$ cat src/rtl/pipeline_ctrl_pkg.sv
// Shared definitions for the pipeline sequencing controller.
// Includes FSM states, PC-select encodings and the control bundle driven each cycle.
package pipeline_ctrl_pkg;

  localparam int unsigned REG_W    = 5;
  localparam int unsigned PC_SEL_W = 2;

  typedef enum logic [1:0] {
    RUN      = 2'd0,
    MEM_WAIT = 2'd1,
    EXC      = 2'd2
  } state_e;

  localparam logic [PC_SEL_W-1:0] PC_SEL_SEQ    = 2'd0;
  localparam logic [PC_SEL_W-1:0] PC_SEL_BRANCH = 2'd1;
  localparam logic [PC_SEL_W-1:0] PC_SEL_JUMP   = 2'd2;
  localparam logic [PC_SEL_W-1:0] PC_SEL_EXC    = 2'd3;

  localparam logic [31:0] EXC_VECTOR = 32'h8000_0180;

  typedef struct packed {
    logic                pc_write;
    logic [PC_SEL_W-1:0] pc_sel;
    logic                if_id_write;
    logic                if_id_flush;
    logic                id_ex_write;
    logic                id_ex_flush;
    logic                ex_mem_write;
    logic                mem_wb_flush;
  } ctrl_t;

  localparam ctrl_t CTRL_RUN = '{
    pc_write: 1'b1, pc_sel: PC_SEL_SEQ, if_id_write: 1'b1, if_id_flush: 1'b0,
    id_ex_write: 1'b1, id_ex_flush: 1'b0, ex_mem_write: 1'b1, mem_wb_flush: 1'b0
  };

  localparam ctrl_t CTRL_FREEZE = '{
    pc_write: 1'b0, pc_sel: PC_SEL_SEQ, if_id_write: 1'b0, if_id_flush: 1'b0,
    id_ex_write: 1'b0, id_ex_flush: 1'b0, ex_mem_write: 1'b0, mem_wb_flush: 1'b1
  };

  localparam ctrl_t CTRL_EXC = '{
    pc_write: 1'b1, pc_sel: PC_SEL_EXC, if_id_write: 1'b1, if_id_flush: 1'b1,
    id_ex_write: 1'b1, id_ex_flush: 1'b1, ex_mem_write: 1'b1, mem_wb_flush: 1'b1
  };

  // Normal-flow resolution: branch beats jump beats load-use.
  function automatic ctrl_t resolve_ctrl(input logic branch, input logic jump, input logic lu);
    ctrl_t c;
    c = CTRL_RUN;
    if (branch) begin
      c.pc_sel      = PC_SEL_BRANCH;
      c.if_id_flush = 1'b1;
      c.id_ex_flush = 1'b1;
    end else if (jump) begin
      c.pc_sel      = PC_SEL_JUMP;
      c.if_id_flush = 1'b1;
    end else if (lu) begin
      c.pc_write    = 1'b0;
      c.if_id_write = 1'b0;
      c.id_ex_flush = 1'b1;
    end
    return c;
  endfunction

endpackage

$ cat src/rtl/load_use_detect.sv
// Flags a load in EX whose destination is read by the instruction in ID.
module load_use_detect
  import pipeline_ctrl_pkg::*;
(
  input  logic [REG_W-1:0] if_id_rs,
  input  logic [REG_W-1:0] if_id_rt,
  input  logic             if_id_uses_rt,
  input  logic             id_ex_mem_read,
  input  logic [REG_W-1:0] id_ex_rt,
  output logic             lu_hazard
);

  // r0 is hardwired, so a load targeting it never creates a dependency.
  assign lu_hazard = id_ex_mem_read && (id_ex_rt != REG_W'(0)) &&
                     ((id_ex_rt == if_id_rs) || (if_id_uses_rt && (id_ex_rt == if_id_rt)));

endmodule

$ cat src/rtl/pipeline_hazard_ctrl.sv
// Hazard/sequencing controller: stall, flush and PC select for the 5-stage pipeline,
// with a data-memory timeout watchdog and stall/flush performance counters.
module pipeline_hazard_ctrl
  import pipeline_ctrl_pkg::*;
#(
  parameter int unsigned MEM_TIMEOUT = 255,
  parameter int unsigned CNT_W       = 32
) (
  input  logic                clk,
  input  logic                reset,
  input  logic [REG_W-1:0]    if_id_rs,
  input  logic [REG_W-1:0]    if_id_rt,
  input  logic                if_id_uses_rt,
  input  logic                id_ex_mem_read,
  input  logic [REG_W-1:0]    id_ex_rt,
  input  logic                jump_id,
  input  logic                branch_taken_ex,
  input  logic                mem_req,
  input  logic                mem_ready,
  output logic                pc_write,
  output logic [PC_SEL_W-1:0] pc_sel,
  output logic                if_id_write,
  output logic                if_id_flush,
  output logic                id_ex_write,
  output logic                id_ex_flush,
  output logic                ex_mem_write,
  output logic                mem_wb_flush,
  output logic                bus_error,
  output logic [CNT_W-1:0]    stall_cnt,
  output logic [CNT_W-1:0]    flush_cnt
);

  localparam int unsigned WAIT_W = (MEM_TIMEOUT < 2) ? 1 : $clog2(MEM_TIMEOUT + 1);

  state_e              state, state_next;
  logic [WAIT_W-1:0]   wait_cnt, wait_next;
  logic                berr_set;
  logic                lu_hazard;
  ctrl_t               ctrl, ctrl_out;

  load_use_detect u_load_use_detect (
    .if_id_rs       (if_id_rs),
    .if_id_rt       (if_id_rt),
    .if_id_uses_rt  (if_id_uses_rt),
    .id_ex_mem_read (id_ex_mem_read),
    .id_ex_rt       (id_ex_rt),
    .lu_hazard      (lu_hazard)
  );

  always_ff @(posedge clk or posedge reset) begin
    if (reset) state <= RUN;
    else       state <= state_next;
  end

  // wait_cnt holds the number of freeze cycles already completed; the cycle that
  // first sees the miss in RUN is itself a freeze cycle, so entry loads 1.
  always_comb begin
    state_next = state;
    wait_next  = wait_cnt;
    berr_set   = 1'b0;
    ctrl       = CTRL_RUN;
    unique case (state)
      RUN: begin
        if (mem_req && !mem_ready) begin
          ctrl      = CTRL_FREEZE;
          wait_next = WAIT_W'(1);
          if (MEM_TIMEOUT <= 1) begin
            state_next = EXC;
            berr_set   = 1'b1;
          end else begin
            state_next = MEM_WAIT;
          end
        end else begin
          ctrl = resolve_ctrl(branch_taken_ex, jump_id, lu_hazard);
        end
      end
      MEM_WAIT: begin
        if (mem_ready) begin
          ctrl       = resolve_ctrl(branch_taken_ex, jump_id, lu_hazard);
          state_next = RUN;
        end else begin
          ctrl      = CTRL_FREEZE;
          wait_next = wait_cnt + WAIT_W'(1);
          if (32'(wait_cnt) + 32'd1 >= MEM_TIMEOUT) begin
            state_next = EXC;
            berr_set   = 1'b1;
          end
        end
      end
      EXC: begin
        ctrl       = CTRL_EXC;
        state_next = RUN;
      end
      default: state_next = RUN;
    endcase
  end

  // Watchdog, sticky error and performance counters.
  always_ff @(posedge clk or posedge reset) begin
    if (reset) begin
      wait_cnt  <= '0;
      bus_error <= 1'b0;
      stall_cnt <= '0;
      flush_cnt <= '0;
    end else begin
      wait_cnt  <= wait_next;
      bus_error <= bus_error | berr_set;
      if (!ctrl.pc_write)   stall_cnt <= stall_cnt + CNT_W'(1);
      if (ctrl.if_id_flush) flush_cnt <= flush_cnt + CNT_W'(1);
    end
  end

  // Reset forces the free-running pipeline controls regardless of inputs.
  assign ctrl_out     = reset ? CTRL_RUN : ctrl;
  assign pc_write     = ctrl_out.pc_write;
  assign pc_sel       = ctrl_out.pc_sel;
  assign if_id_write  = ctrl_out.if_id_write;
  assign if_id_flush  = ctrl_out.if_id_flush;
  assign id_ex_write  = ctrl_out.id_ex_write;
  assign id_ex_flush  = ctrl_out.id_ex_flush;
  assign ex_mem_write = ctrl_out.ex_mem_write;
  assign mem_wb_flush = ctrl_out.mem_wb_flush;

endmodule

$ cat config.mk
export PLATFORM = sky130hd
export DESIGN_NAME = pipeline_hazard_ctrl
export DESIGN_NICKNAME = d
export VERILOG_FILES = /design/src/rtl/pipeline_ctrl_pkg.sv /design/src/rtl/load_use_detect.sv /design/src/rtl/pipeline_hazard_ctrl.sv
export SDC_FILE = /design/constraint.sdc
export NUM_CORES = 1
export LEC_CHECK = 0
export CORE_MARGIN = 2
export CORE_UTILIZATION = 49
export DETAILED_ROUTE_END_ITERATION = 8
export GPL_TIMING_DRIVEN = 0
export PLACE_DENSITY = 0.88
export SLEW_MARGIN = 20
export SYNTH_ARGS = -nofsm -noshare
export SYNTH_HDL_FRONTEND = slang
export SYNTH_HIERARCHICAL = 1
export SYNTH_SLANG_ARGS = --single-unit
$ cat constraint.sdc
create_clock -name clk -period 5.1 [get_ports clk]
set_input_delay 1.275 -clock clk [delete_from_list [all_inputs] [get_ports clk]]
set_output_delay 1.275 -clock clk [all_outputs]
set_load 0.03 [all_outputs]
Word-level counts from Yosys, hierarchy flattened
Cells that the tools add are included.
W data, S select, Z words.
{"block": "word_totals", "output_inout_bits": 74, "wordCells": 53, "inputBits": 23, "reg_bits": 75}
{"block": "classes", "add_sub_neg": 4, "bitwise_logic": 1, "n_mux": 24, "magnitude_cmp": 1, "n_eq_ne": 7, "reduce_logical": 11}
{"op": "$add A32 B1 Y32 const B", "n": 2}
{"op": "$mux W9", "n": 3}
{"op": "$pmux W9 S3", "n": 1}
{"op": "$mux W8", "n": 2}
{"op": "$pmux W8 S2", "n": 1}
{"op": "$mux W1", "n": 11}
{"op": "$eq A5 B5 Y1", "n": 2}
{"op": "$mux W2", "n": 5}
{"op": "$add A8 B1 Y9 const B", "n": 1}
{"op": "$ge A9 B8 Y1 const B", "n": 1}
{"op": "$add A8 B1 Y8 const B", "n": 1}
{"op": "$reduce_bool A5 Y1", "n": 1}
{"op": "$logic_and A1 B1 Y1", "n": 4}
{"op": "$ne A2 B2 Y1 const B", "n": 2}
{"op": "$pmux W2 S2", "n": 1}
{"op": "$ne A3 B3 Y1 const B", "n": 1}
{"op": "$reduce_and A3 Y1", "n": 1}
{"op": "$eq A2 B1 Y1 const B", "n": 1}
{"op": "$eq A2 B2 Y1 const B", "n": 1}
{"op": "$logic_not A2 Y1", "n": 1}
{"op": "$reduce_and A2 Y1", "n": 1}
{"op": "$reduce_bool A2 Y1", "n": 1}
{"op": "$logic_not A1 Y1", "n": 1}
{"op": "$logic_or A1 B1 Y1", "n": 1}
{"op": "$or A1 B1 Y1", "n": 1}

Depth between registers and ports, before layout
{"block": "logic_depth", "ltp_word": 10, "mapped_depth": 9, "mapped_depth_nobuf": 9}

By module
The synthesis kept the hierarchy.
{"module": "pipeline_hazard_ctrl", "instances": 1, "area_each_um2": 3642.2, "cells_per_inst": 340}
{"module": "load_use_detect", "instances": 1, "area_each_um2": 132.6, "cells_per_inst": 17}

Worst setup path after synthesis
Ideal clock, no wire load.
{"block": "synth_timing", "kind": "input port to output port", "from": "input port reset", "to": "output port pc_write", "required_ns": 3.825, "arrival_time_ns": 4.254, "cell_stages": 3, "setup_slack_ns": -0.429, "path_buffers": 1, "cell_sequence": "inv_1 -> o21ai_0 -> buf_4"}
{"block": "synth_via", "elab_chain_len": 1}
{"element": "start: declaration", "line": "pipeline_hazard_ctrl.sv:10", "text": "input logic reset,"}
{"element": "$mux W9", "line": "pipeline_hazard_ctrl.sv:114", "text": "assign ctrl_out = reset ? CTRL_RUN : ctrl;"}
{"element": "end: declaration", "line": "pipeline_hazard_ctrl.sv:20", "text": "output logic pc_write,"}
Every way passes these cells.

Final worst setup path
{"block": "layout_timing", "from": "input port id_ex_rt[1]", "to": "output port if_id_write"}
{"block": "layout_via", "elab_chain_len": 10}
{"element": "start: declaration", "line": "pipeline_hazard_ctrl.sv:15", "text": "input logic [REG_W-1:0] id_ex_rt,"}
{"element": "$eq A5 B5 Y1", "line": "load_use_detect.sv:15", "text": "((id_ex_rt == if_id_rs) || (if_id_uses_rt && (id_ex_rt == if_id_rt)));"}
{"element": "$logic_and A1 B1 Y1", "line": "load_use_detect.sv:15"}
{"element": "$logic_or A1 B1 Y1", "line": "load_use_detect.sv:15"}
{"element": "$logic_and A1 B1 Y1 *", "line": "load_use_detect.sv:14", "text": "assign lu_hazard = id_ex_mem_read && (id_ex_rt != REG_W'(0)) &&"}
{"element": "net lu_hazard", "line": "pipeline_hazard_ctrl.sv:38", "text": "logic lu_hazard;"}
{"element": "$mux W1 *", "line": "pipeline_ctrl_pkg.sv:58", "text": "end else if (lu) begin"}
{"element": "$mux W1 *", "line": "pipeline_ctrl_pkg.sv:55", "text": "end else if (jump) begin"}
{"element": "$mux W1 *", "line": "pipeline_ctrl_pkg.sv:51", "text": "if (branch) begin"}
{"element": "$mux W9, on equally long branches", "line": "pipeline_hazard_ctrl.sv:78, pipeline_hazard_ctrl.sv:64"}
{"element": "$pmux W9 S3 *", "line": "pipeline_hazard_ctrl.sv:62", "text": "unique case (state)"}
{"element": "$mux W9 *", "line": "pipeline_hazard_ctrl.sv:114"}
{"element": "end: declaration", "line": "pipeline_hazard_ctrl.sv:22", "text": "output logic if_id_write,"}
The timed path passes the listed nets; every way through them passes the cells marked *.

==> metrics.yaml <==
logic_synthesis:
  ys_warn_count: 6
  synthFlopType: "dfrtp_1"
  avgSynthCellArea_um2: 10.6
  synth.most_common_cell: "dfrtp_1"
  ys_types: 47
  synth.top_cell.area_share: 0.497
  async_flop_share: 1.00
  synth_nets: 384
  ys_ff_latch: 75
  netlist_top_cells_count: "dfrtp_1 (75), xnor2_1 (51), nand2_1 (32)"
  yosys.area.top_type: "dfrtp_1"
  netlist_top_cells_area: "dfrtp_1 (50%), xnor2_1 (12%), xor2_1 (5.1%), nand3_1 (3.7%), nand4_1 (3.6%)"
  synth_edf_count: 0
  yosysSeqAreaShare: 0.497
  netlist_instances: 357
  synth_area_um2: 3770
worst_setup_path:
  endpoint_kind: "output port"
  cp_max_fo: 3
  start_kind: "input port"
  reg2reg_to: "wait_cnt[5]"
  setup.worst_path.end: "if_id_write"
  r2r_start: "state[1]"
  r2r_slack_ns: 3.13
  cp.arrival_ns: 3.70
  worstPathRequired_ns: 3.83
  rr_worst_depth: 4
  startpoint: "id_ex_rt[1]"
  criticalPathCategory: "in2out"
detailed_routing:
  ant_nets: 0
  routed_wl_um: 8720
  num_vias: 3129
  routed_via_density: 5.45
  wl_per_cell_um: 15.2
  first_pass_iters: 4
  post-route-drc-count: 0
  first_iter_violations: 140
cells_and_area:
  nFillCells: 588
  nNetsFinal: 494
  num_antenna_cells: 0
  layout.cells.non_filler: 574
  regArea_um2: 1880
  drive_gt1_frac: 0.0911
  fin_util: 0.677
  multi_input_comb_area_um2: 1830
  area_delta_synth_final_pct: 36.4
floorplanning:
  dieHeight_um: 91.8
  num_rows: 32
  coreArea_um2: 7610
  design.die.area_um2: 8420
  io_pins: 97
  initial_core_util: 0.496
  dieWidth_um: 91.8
timing:
  finalHoldViolCount: 0
  fin_crit_ns: 4.98
  fmax_mhz: 201
  setup_tns_ns: 0
  skew_ns: 0.0101
  finalCritPeriodShare: 0.976
  tightest_slew_ns: 0.978
  timing.final.max_slew_violations: 0
  slew_headroom: 0.343
  rsz0062_at_grt: "no"
  final-setup-viol-count: 0
placed_design:
  portBuffers: 96
  finalWeightedCongestion: 0.847
  dp_hpwl_um: 6340
  dp_cells: 557
global_route:
  grt_max_degree: 35
  overflow: 0
  grt_usage: 0.217
  antenna_found_initial: 0
  grt_pass1_wl_um: 14800
  grt_pass1_vias: 3133
cts:
  insertion_delay_ns: 0.34
  cts_made_buffers: 9
  clk_path_buf_depth: 2
  cts_tree: "done"
  clk_pin_slew_ns: 0.08
  cts.htree.levels: 3
  clockRootBuffer: "clkbuf_8"
  cts_sinks: 75
power_and_ir_drop:
  powerDensity_nw_per_um2: 328
  p_leak_uw: 0.00218
  worst_ir_drop_vdd_mv: 0.252
min_path:
  hold_class: "reg2reg"
run:
  drv_cap: 0
outcome:
  status: "completed"
## registers in the layout (all words and copies together), names as in the netlist
signal,flops
stall_cnt,32
wait_cnt,8
state,2
flush_cnt,32
bus_error,1
## report_power, final
group | switching, uW | internal [uW] | total [uW]
combinational | 244 | 186 | 430
clock | 225 | 294 | 519
sequential | 86.0 | 653 | 739
## worst min path at each step
stage	startpoint	to	slack (ns)	depth (start not counted)
3_5_place_dp	flush_cnt[31]	flush_cnt[31]	0.47	1
2_1_floorplan	wait_cnt[4]	wait_cnt[4]	0.48	1
6_report	flush_cnt[31]	flush_cnt[31]	0.48	1
3_3_place_gp	stall_cnt[31]	stall_cnt[31]	0.46	1
4_1_cts	flush_cnt[31]	flush_cnt[31]	0.48	1
5_1_grt	flush_cnt[31]	flush_cnt[31]	0.50	1
## area by class of cell
cell class              count  area share
plain buffers               7      0.0104
clock buffers              10      0.0267
clock inverters             6      0.0185
well taps                 102      0.0248
multi-input cells         270       0.355
repair buffers             99       0.196
inverters                   5     0.00437
flip-flops and latches     75       0.365
## worst max-delay path, cell delays in order
cell	delay, ns
clkdlybuf4s50_1	0.48
or4_1	0.56
o21ai_1	0.14
a21oi_1	0.08
nor4b_4	0.15
o21ai_0	0.29
clkdlybuf4s50_1	0.73
## stage by stage
step	hold slack [ns]	setup WS [ns]	power (uW)	instance area (um2)
after floorplan	0.480	0.312	986	3780
after global routing	0.496	0.00783	1770	5150
final	0.479	0.124	1690	5150
after detailed placement	0.469	-0.108	1180	4910
after CTS	0.480	0.0555	1700	5150
after global placement	0.461	-0.933	1160	4870
## repair_timing
action,4_1_cts,5_1_grt
buffers inserted,1,0
gates resized for setup,1,1
hold buffers,0,0
pin swaps,0,0
endpoints found under the setup margin,1,1
## placed cells by master (no fill, tap or decap), types with 2 or more instances in the layout
cell	instances
clkdlybuf4s50_1	94
dfrtp_1	75
xnor2_1	51
nand2_1	32
nand3_1	28
nor2_1	25
nand4_1	22
xor2_1	22
and3_1	13
o21ai_0	10
clkbuf_8	10
nor3_1	8
a21oi_1	7
buf_4	6
and2_1	6
and4_1	5
inv_1	4
ha_1	4
o21ai_1	2
mux2_2	2
and4_4	2
nor3_4	2
a2111oi_0	2
or4_1	2
o31ai_1	2
a22o_1	2
clkinv_4	2
inv_6	2
bufinv_16	2
buf_12	2
## per-layer routing
layer | routed length (um) | track usage
met3 | 467 | 0.0542
met1 | 3840 | 0.284
met4 | 75 | 0.0634
met2 | 4340 | 0.358
met5 | 0 | 0
## cells by family (layout without fill, tap and decap cells)
| kind of cell | after synthesis | in the layout | share of synthesized area |
|---|---|---|---|
| DFF | 75 | 75 | 0.497 |
| adders and majority gates | 4 | 4 | 0.0133 |
| and+or+nand+nor | 154 | 154 | 0.228 |
| buffers and inverters | 12 | 127 | 0.0192 |
| muxes | 2 | 2 | 0.00597 |
| xor gates and xnor gates | 73 | 73 | 0.169 |
| AOI/OAI and AO/OA | 37 | 37 | 0.0673 |
Power figures use the tool's default switching activity.
